<file path="src/rtl/ssram_dp_banked_pkg.sv">
// ssram_pkg: shared constants, address-width helper and clear-sequencer states for ssram_dp_banked.
package ssram_pkg;
   localparam int LANE_W = 4;

   typedef enum logic {CLR_IDLE, CLR_RUN} clr_state_e;

   function automatic int addr_w(input int depth);
      return ($clog2(depth) > 1) ? $clog2(depth) : 1;
   endfunction
endpackage

</file>
<file path="src/rtl/ssram_dp_banked_if.sv">
// ssram_dp_banked_if: clear/write/read bus of ssram_dp_banked; master drives requests, slave is the RAM.
interface ssram_dp_banked_if #(
   parameter int WIDTH = 8,
   parameter int DEPTH = 64
);
   import ssram_pkg::*;
   localparam int AW = addr_w(DEPTH);
   logic                    clr;
   logic                    busy;
   logic                    we;
   logic [WIDTH/LANE_W-1:0] wbe;
   logic [AW-1:0]           waddr;
   logic [WIDTH-1:0]        wdata;
   logic                    re;
   logic [AW-1:0]           raddr;
   logic [WIDTH-1:0]        rdata;
   logic                    rvalid;
   logic                    rerr;

   modport master (
      output clr, we, wbe, waddr, wdata, re, raddr,
      input  busy, rdata, rvalid, rerr
   );

   modport slave (
      input  clr, we, wbe, waddr, wdata, re, raddr,
      output busy, rdata, rvalid, rerr
   );
endinterface

</file>
<file path="src/rtl/ssram_dp_banked_lane.sv">
// ssram_lane: one 4-bit storage column, synchronous write and asynchronous read; the caller keeps addresses in range.
module ssram_lane #(
   parameter int DEPTH = 64,
   parameter int AW    = 6
) (
   input  logic          clk,
   input  logic          i_we,
   input  logic [AW-1:0] i_waddr,
   input  logic [3:0]    i_wdata,
   input  logic [AW-1:0] i_raddr,
   output logic [3:0]    o_rdata
);
   logic [3:0] r_mem [DEPTH];

   always_ff @(posedge clk)
      if (i_we) r_mem[i_waddr] <= i_wdata;

   assign o_rdata = r_mem[i_raddr];
endmodule

</file>
<file path="src/rtl/ssram_dp_banked.sv">
// ssram_dp_banked: banked semi-dual-port RAM with nibble write lanes, registered read and clear sequencer.
// Define SSRAM_DP_BANKED_BYPASS_EN for write-first same-address reads (default is read-before-write).
module ssram_dp_banked
   import ssram_pkg::*;
#(
   parameter int              WIDTH = 8,
   parameter int              DEPTH = 64,
   parameter logic [WIDTH-1:0] INIT = '0
) (
   input logic              clk,
   input logic              rst_n,
   ssram_dp_banked_if.slave bus
);
   localparam int AW = addr_w(DEPTH);
   localparam int NL = WIDTH / LANE_W;
   localparam logic [AW:0] DEPTH_W = (AW+1)'(DEPTH);

   clr_state_e       r_state, w_state_nxt;
   logic [AW-1:0]    r_cnt, w_cnt_nxt;
   logic             w_clearing, w_last, w_wr_ok, w_rd_ok, w_rd_oor;
   logic [NL-1:0]    w_user_we, w_lane_we;
   logic [AW-1:0]    w_waddr;
   logic [WIDTH-1:0] w_wdata, w_mem_rd, w_rd_data;
   logic [WIDTH-1:0] r_rdata;
   logic             r_rvalid, r_rerr;

   assign w_clearing = r_state == CLR_RUN;
   assign w_last     = r_cnt == AW'(DEPTH-1);
   assign w_wr_ok    = bus.we && !w_clearing && ({1'b0, bus.waddr} < DEPTH_W);
   assign w_rd_ok    = bus.re && !w_clearing;
   assign w_rd_oor   = !({1'b0, bus.raddr} < DEPTH_W);
   assign w_user_we  = w_wr_ok ? bus.wbe : '0;
   // The sequencer owns the write port while clearing; user writes are gated off above.
   assign w_lane_we  = w_clearing ? '1 : w_user_we;
   assign w_waddr    = w_clearing ? r_cnt : bus.waddr;
   assign w_wdata    = w_clearing ? INIT : bus.wdata;

   always_ff @(posedge clk or negedge rst_n)
      if (!rst_n) begin
         r_state <= CLR_RUN;
         r_cnt   <= '0;
      end else begin
         r_state <= w_state_nxt;
         r_cnt   <= w_cnt_nxt;
      end

   always_comb begin
      w_state_nxt = r_state;
      w_cnt_nxt   = r_cnt;
      if (w_clearing) begin
         w_cnt_nxt   = r_cnt + 1'b1;
         w_state_nxt = w_last ? CLR_IDLE : CLR_RUN;
      end else if (bus.clr) begin
         w_cnt_nxt   = '0;
         w_state_nxt = CLR_RUN;
      end
   end

   for (genvar g = 0; g < NL; g++) begin : g_lane
      ssram_lane #(.DEPTH(DEPTH), .AW(AW)) u_lane (
         .clk     (clk),
         .i_we    (w_lane_we[g]),
         .i_waddr (w_waddr),
         .i_wdata (w_wdata[g*LANE_W +: LANE_W]),
         .i_raddr (bus.raddr),
         .o_rdata (w_mem_rd[g*LANE_W +: LANE_W])
      );
`ifdef SSRAM_DP_BANKED_BYPASS_EN
      assign w_rd_data[g*LANE_W +: LANE_W] = (w_user_we[g] && bus.waddr == bus.raddr) ?
         bus.wdata[g*LANE_W +: LANE_W] : w_mem_rd[g*LANE_W +: LANE_W];
`else
      assign w_rd_data[g*LANE_W +: LANE_W] = w_mem_rd[g*LANE_W +: LANE_W];
`endif
   end

   always_ff @(posedge clk or negedge rst_n)
      if (!rst_n) begin
         r_rdata  <= '0;
         r_rvalid <= 1'b0;
         r_rerr   <= 1'b0;
      end else begin
         r_rvalid <= w_rd_ok;
         r_rerr   <= w_rd_ok && w_rd_oor;
         if (w_rd_ok) r_rdata <= w_rd_oor ? '0 : w_rd_data;
      end

   assign bus.busy   = w_clearing;
   assign bus.rdata  = r_rdata;
   assign bus.rvalid = r_rvalid;
   assign bus.rerr   = r_rerr;
endmodule
</file>
<file path="src/flat_wrapper.sv">
// flat-port wrapper written by rule: the top's interface ports become plain ports
module ssram_dp_banked_flat import ssram_pkg::*;
#(
   parameter int              WIDTH = 8,
   parameter int              DEPTH = 64,
   parameter logic [WIDTH-1:0] INIT = '0
)
  (clk, rst_n, bus_clr, bus_we, bus_wbe, bus_waddr, bus_wdata, bus_re, bus_raddr, bus_busy, bus_rdata, bus_rvalid, bus_rerr);
  ssram_dp_banked_if #(.WIDTH(WIDTH), .DEPTH(DEPTH)) bus_i ();
  input logic clk;
  input logic rst_n;
  input wire logic [$bits(bus_i.clr)-1:0] bus_clr;
  input wire logic [$bits(bus_i.we)-1:0] bus_we;
  input wire logic [$bits(bus_i.wbe)-1:0] bus_wbe;
  input wire logic [$bits(bus_i.waddr)-1:0] bus_waddr;
  input wire logic [$bits(bus_i.wdata)-1:0] bus_wdata;
  input wire logic [$bits(bus_i.re)-1:0] bus_re;
  input wire logic [$bits(bus_i.raddr)-1:0] bus_raddr;
  output wire logic [$bits(bus_i.busy)-1:0] bus_busy;
  output wire logic [$bits(bus_i.rdata)-1:0] bus_rdata;
  output wire logic [$bits(bus_i.rvalid)-1:0] bus_rvalid;
  output wire logic [$bits(bus_i.rerr)-1:0] bus_rerr;
  assign bus_i.clr = bus_clr;
  assign bus_i.we = bus_we;
  assign bus_i.wbe = bus_wbe;
  assign bus_i.waddr = bus_waddr;
  assign bus_i.wdata = bus_wdata;
  assign bus_i.re = bus_re;
  assign bus_i.raddr = bus_raddr;
  assign bus_busy = bus_i.busy;
  assign bus_rdata = bus_i.rdata;
  assign bus_rvalid = bus_i.rvalid;
  assign bus_rerr = bus_i.rerr;
  ssram_dp_banked #(.WIDTH(WIDTH), .DEPTH(DEPTH), .INIT(INIT)) u_core (.clk(clk), .rst_n(rst_n), .bus(bus_i));
endmodule
</file>
<file path="config.mk">
export PLATFORM = sky130hd
export DESIGN_NAME = ssram_dp_banked_flat
export DESIGN_NICKNAME = d
export VERILOG_FILES = /design/src/rtl/ssram_dp_banked_pkg.sv /design/src/rtl/ssram_dp_banked_if.sv /design/src/rtl/ssram_dp_banked_lane.sv /design/src/rtl/ssram_dp_banked.sv /design/src/flat_wrapper.sv
export SDC_FILE = /design/constraint.sdc
export NUM_CORES = 1
export LEC_CHECK = 0
export CORE_ASPECT_RATIO = 0.9
export CORE_MARGIN = 2
export CORE_UTILIZATION = 30
export DETAILED_ROUTE_END_ITERATION = 10
export PLACE_DENSITY = 0.54
export SKIP_LAST_GASP = 1
export SLEW_MARGIN = 20
export SYNTH_ARGS = -nofsm -noshare
export SYNTH_HDL_FRONTEND = slang
export SYNTH_HIERARCHICAL = 1
export SYNTH_SLANG_ARGS = --single-unit
</file>
<file path="constraint.sdc">
create_clock -name clk -period 3.9 [get_ports clk]
set_input_delay 0.78 -clock clk [delete_from_list [all_inputs] [get_ports clk]]
set_output_delay 0.78 -clock clk [all_outputs]
set_load 0.005 [all_outputs]
</file>
Word level (Yosys, flattened, before mapping)
Memory sizes are Yosys's and may differ from the RTL's. A register that Yosys moved wholly into a read port is not among the register bits.
Cells that the tools add are included.

cells by class
  eq/ne operators = 1
  add/sub/neg operators = 1
  reductions and logical operators = 6
  multiplexer cells = 13

operator list
  kind                                          count
  two-way mux 6 bit                             3
  two-way mux 8 bit                             1
  two-way mux 1 bit                             7
  adder 6 x 1 -> 6 bit (second input constant)  1
  == test 6 bit (second input constant)         1
  two-way mux 2 bit                             2
  logical NOT 1 bit                             3
  logical AND 1 bit                             2
  nonzero test 2 bit                            1

word-level totals
  output and inout port bits = 11
  bits in registers = 8
  memories kept = 2
  bits of input ports = 27
  bits in writable memories = 512

memory list
  name                           depth  bits a word  rd ports  clocked after memory_dff  write ports  RTL line                    source
  u_core.g_lane[0].u_lane.r_mem  64     4            1         1                         1            ssram_dp_banked_lane.sv:13  logic [3:0] r_mem [DEPTH];
  u_core.g_lane[1].u_lane.r_mem  64     4            1         1                         1            ssram_dp_banked_lane.sv:13

Longest topological paths before layout
  depth in word-level cells = 6
  gate-level depth with buffers = 8

Cells and area by module
The synthesis kept the hierarchy.

modules (own cells, without submodules)
  module           seq. area each (um^2)  area each (um^2)  times used  cells an instance
  ssram_lane       7687.4                 10327.4           2           517
  ssram_dp_banked  401.6                  875.8             1           72

Worst setup path after synthesis
Ideal clock, no wire load.

  kind = input-to-reg
  from = in bus_wdata[5]
  to = mem u_core.g_lane[1].u_lane.r_mem[0][1], data pin
  library setup time = 0.517 ns
  slack = 1.006 ns
  arrival = 2.377 ns
  cell stages on the path = 1
  cells stage by stage = nor2b_1

between the ends
  word-level cells in the longest chain between the ends = 1

RTL lines
  what               RTL line                    source
  start, declared    flat_wrapper.sv:16          input wire logic [$bits(bus_i.wdata)-1:0] bus_wdata;
  two-way mux 8 bit  ssram_dp_banked.sv:36       assign w_wdata = w_clearing ? INIT : bus.wdata;
  end, declared      ssram_dp_banked_lane.sv:13

No other way between the ends.

Worst setup path in the final report
  from = reg u_core.r_state, in the netlist u_core/bus.busy
  to = mem u_core.g_lane[1].u_lane.r_mem[48][1] (enable)

RTL lines
  what                    RTL line               source
  start, declared         ssram_dp_banked.sv:18  clr_state_e r_state, w_state_nxt;
  start signal, assigned  ssram_dp_banked.sv:43  r_state <= w_state_nxt;
  two-way mux 6 bit       ssram_dp_banked.sv:35  assign w_waddr = w_clearing ? r_cnt : bus.waddr;
  via u_core.w_waddr[3]   ssram_dp_banked.sv:22  logic [AW-1:0] w_waddr;

The timed path passes the listed nets, and every way through them passes these cells.

==> flow_summary_export.csv <==
group,metric,value,unit
detailed_routing,remaining_drc_errors,0,
synthesis,synth_edf_count,512,
clock_network,cts_hold_buf,0,
detailed_routing,wire_per_inst,23.4,microns
grt,grt_pass1_wl,75200,microns
detailed_routing,num_vias,10900,
power,combPwrFrac,0.144,
synthesis,syn_area_per_cell,19.5,sq um
power,ir_drop,0.000314,V
final_layout,drive_above_1_share,0.197,
clock_network,cts_buffers,53,
timing,rsz0062_at_grt,"false",
critical_path,critPathLaunch,"u_core/bus.busy",
final_layout,n_antenna_cell,0,
final_layout,fillCellCount,6616,
die,die_w,286,microns
timing,relSlewSlack,0.380,
synthesis,ys_ff_latch,528,
clock_network,htreeDepth,2,
power,p_sw_frac,0.259,
die,io_pins,38,
flow_run,cap_violations,0,
synthesis,synth_seq_area_share,0.733,
timing,final-setup-viol-count,0,
timing,period_needed,3.19,ns
clock_network,cts_root_buf,"clkbuf_16",
synthesis,netlist_instances,1106,
power,cellLeakagePower,7.97,nW
final_layout,layout_commonest_cell,"edfxtp_1",
grt,overflow,0,
critical_path,required,4.21,ns
worst_hold_path,hp-class,"flip-flop to flip-flop",
clock_network,clkSinkCount,528,
placed_design,placed_area,23100,sq um
critical_path,crit_type,"flip-flop to flip-flop",
synthesis,syn_area,21500,sq um
synthesis,ys_warn_count,6,
clock_network,postCtsSetupRepairBufs,0,
critical_path,arrival,3.49,ns
power,switchingPower,3.65,mW
die,die_h,258,microns
synthesis,ys_async_sr_fraction,0.0303,
timing,fmax,314,MHz
critical_path,rr_startpoint,"u_core/bus.busy",
die,num_rows,93,
grt,grt_util_all_layers,0.137,
detailed_routing,antenna_left,0,
placed_design,dp_hpwl,32800,microns
detailed_routing,viasPerCell,5.02,
run_status,outcome,"finished, final reports clean",
final_layout,nets,1208,
worst_hold_path,hold_start,"u_core/bus.rdata[0]",
synthesis,synth_flop_cell,"edfxtp_1",
timing,worst_pin_slew,0.928,ns
grt,grt_max_degree,65,
placed_design,port_buffers,36,
synthesis,synthesis.nets,1134,
timing,setup_tns,0,ns
clock_network,clock_path_buffers,3,
power,power.density,567,nW/um^2
timing,fin_skew,0.0210,ns
clock_network,path_clk_slew,0.06,ns
power,p_seq_frac,0.485,
final_layout,most-common-layout-cells,"edfxtp_1, nor2_1, mux4_2",
detailed_routing,wl,51000,microns
timing,finalHoldViolCount,0,
clock_network,insertion_delay,0.60,ns
timing,finalMaxSlewViolations,0,
die,die_area,73900,sq um
power,pwr-share-clk,0.372,
die,fp.coreArea,71300,sq um
grt,antenna_found_initial,2,
timing,finalCritPeriodShare,0.817,
critical_path,critPathMaxFanout,19,
die,start_util,0.302,
synthesis,ys_types,55,
final_layout,final_cell_area,24900,sq um
power,p_int,10.4,mW
clock_network,cts_tree,"built",
critical_path,cp-start-kind,"flip-flop",
placed_design,gp_congestion,0.793,
final_layout,syn2layout_area_growth,15.5,%
critical_path,worstSetupEndpointType,"flip-flop",
detailed_routing,drtPass1Iterations,7,
clock_network,cts-resized-gates,0,
detailed_routing,drt-initial-drc-count,1059,
grt,grt_pass1_vias,11000,
[kinds of logic (layout without fill, tap and decap cells)]
group | count (synthesis) | count (layout) | share of synthesized area
compound gates | 84 | 84 | 0.0287
flops | 528 | 528 | 0.733
simple gates | 272 | 272 | 0.0588
other cells | 1 | 1 | 0.000174
mux | 155 | 155 | 0.156
fa+ha+maj | 1 | 1 | 0.000581
xor+xnor | 1 | 1 | 0.000407
buf+inv | 64 | 183 | 0.0223
[metal layers]
metal / part of all wire / wire (microns) / vias to the layer above / GRT usage
li1: - / - / 4712 / -
met4: 0.019 / 965 / 4 / 0.0340
met5: 0.00041 / 21 / - / 0
met1: 0.46 / 23400 / 5744 / 0.201
met2: 0.45 / 23100 / 380 / 0.206
met3: 0.067 / 3440 / 72 / 0.0315
[flip-flops by register name, indices dropped and copies added, names as in the netlist]
name / count
u_core/bus.rdata: 8
u_core/bus.rvalid: 1
u_core/g_lane.u_lane/r_mem: 512
u_core/r_cnt: 6
u_core/bus.busy: 1
[final timing paths]
kind | end | slack, ns | depth (start not counted)
setup / recovery | u_core/g_lane[1].u_lane/r_mem[48][1] | 0.71 | 6
hold / removal | u_core/bus.rdata[0] | 0.52 | 1
setup reg to reg | u_core/g_lane[1].u_lane/r_mem[48][1] | 0.71 | 6
hold reg to reg | u_core/bus.rdata[0] | 0.52 | 1
min in group asynchronous | u_core/bus.rdata[0] | 0.54 | 2
max in group asynchronous | u_core/bus.busy | 3.04 | 2
[power groups by stage]
stage,clock (mW),combinational [mW],sequential [mW]
5_1_grt,5.58,2.17,6.86
3_3_place_gp,0,2.00,6.94
6_report,5.24,2.02,6.83
4_1_cts,5.36,2.03,6.83
2_1_floorplan,0,1.23,6.87
3_5_place_dp,0,2.02,6.95
[stage by stage]
| step | std cells | total power [mW] | setup slack (ns) | utilization | hold slack (ns) |
|---|---|---|---|---|---|
| 5_1_grt | 2175 | 14.6 | 0.532 | 0.349 | 0.543 |
| 4_1_cts | 2175 | 14.2 | 0.699 | 0.349 | 0.523 |
| 2_1_floorplan | 1106 | 8.10 | 1.01 | - | 0.471 |
| 3_5_place_dp | 2075 | 8.97 | 0.641 | 0.324 | 0.505 |
| 3_3_place_gp | 2075 | 8.94 | 0.684 | 0.324 | 0.497 |
| 6_report | 2175 | 14.1 | 0.715 | 0.349 | 0.523 |
[synthesized netlist by cell type, types with 8 or more instances]
cell / instances / area share
mux2_4: 8 / 0.0056
a21oi_1: 8 / 0.0019
nor2b_1: 20 / 0.0058
o21ai_0: 10 / 0.0023
a22o_1: 8 / 0.0033
buf_6: 14 / 0.0073
dfrtp_1: 15 / 0.017
nor2_1: 148 / 0.026
o221ai_1: 12 / 0.0049
edfxtp_1: 512 / 0.71
mux4_2: 92 / 0.096
a22oi_1: 16 / 0.0056
mux2i_1: 12 / 0.0056
nand3b_1: 8 / 0.0028
clkbuf_1: 20 / 0.0035
nand3_1: 24 / 0.0056
mux4_1: 38 / 0.046
nand2b_1: 17 / 0.0049
nand2_1: 26 / 0.0045
[critical path: stages (launching register included)]
cell and delay [ns]:
dfstp_2 0.90, buf_4 0.35, mux2_2 0.52, nor2b_1 0.26, nand4b_1 0.20, nor3_1 0.45, buf_4 0.21
[area by class of cell]
| cell class | count | area (sq um) | share of cell area |
|---|---|---|---|
| Sequential cell | 528 | 15800 | 0.635 |
| Tap cell | 950 | 1190 | 0.0478 |
| Inverter | 7 | 26.3 | 0.00106 |
| Clock buffer | 70 | 1430 | 0.0576 |
| Multi-Input combinational cell | 514 | 5340 | 0.215 |
| Timing Repair Buffer | 76 | 752 | 0.0302 |
| Clock inverter | 30 | 352 | 0.0141 |
Note: power is estimated with default switching activity, not from simulation.
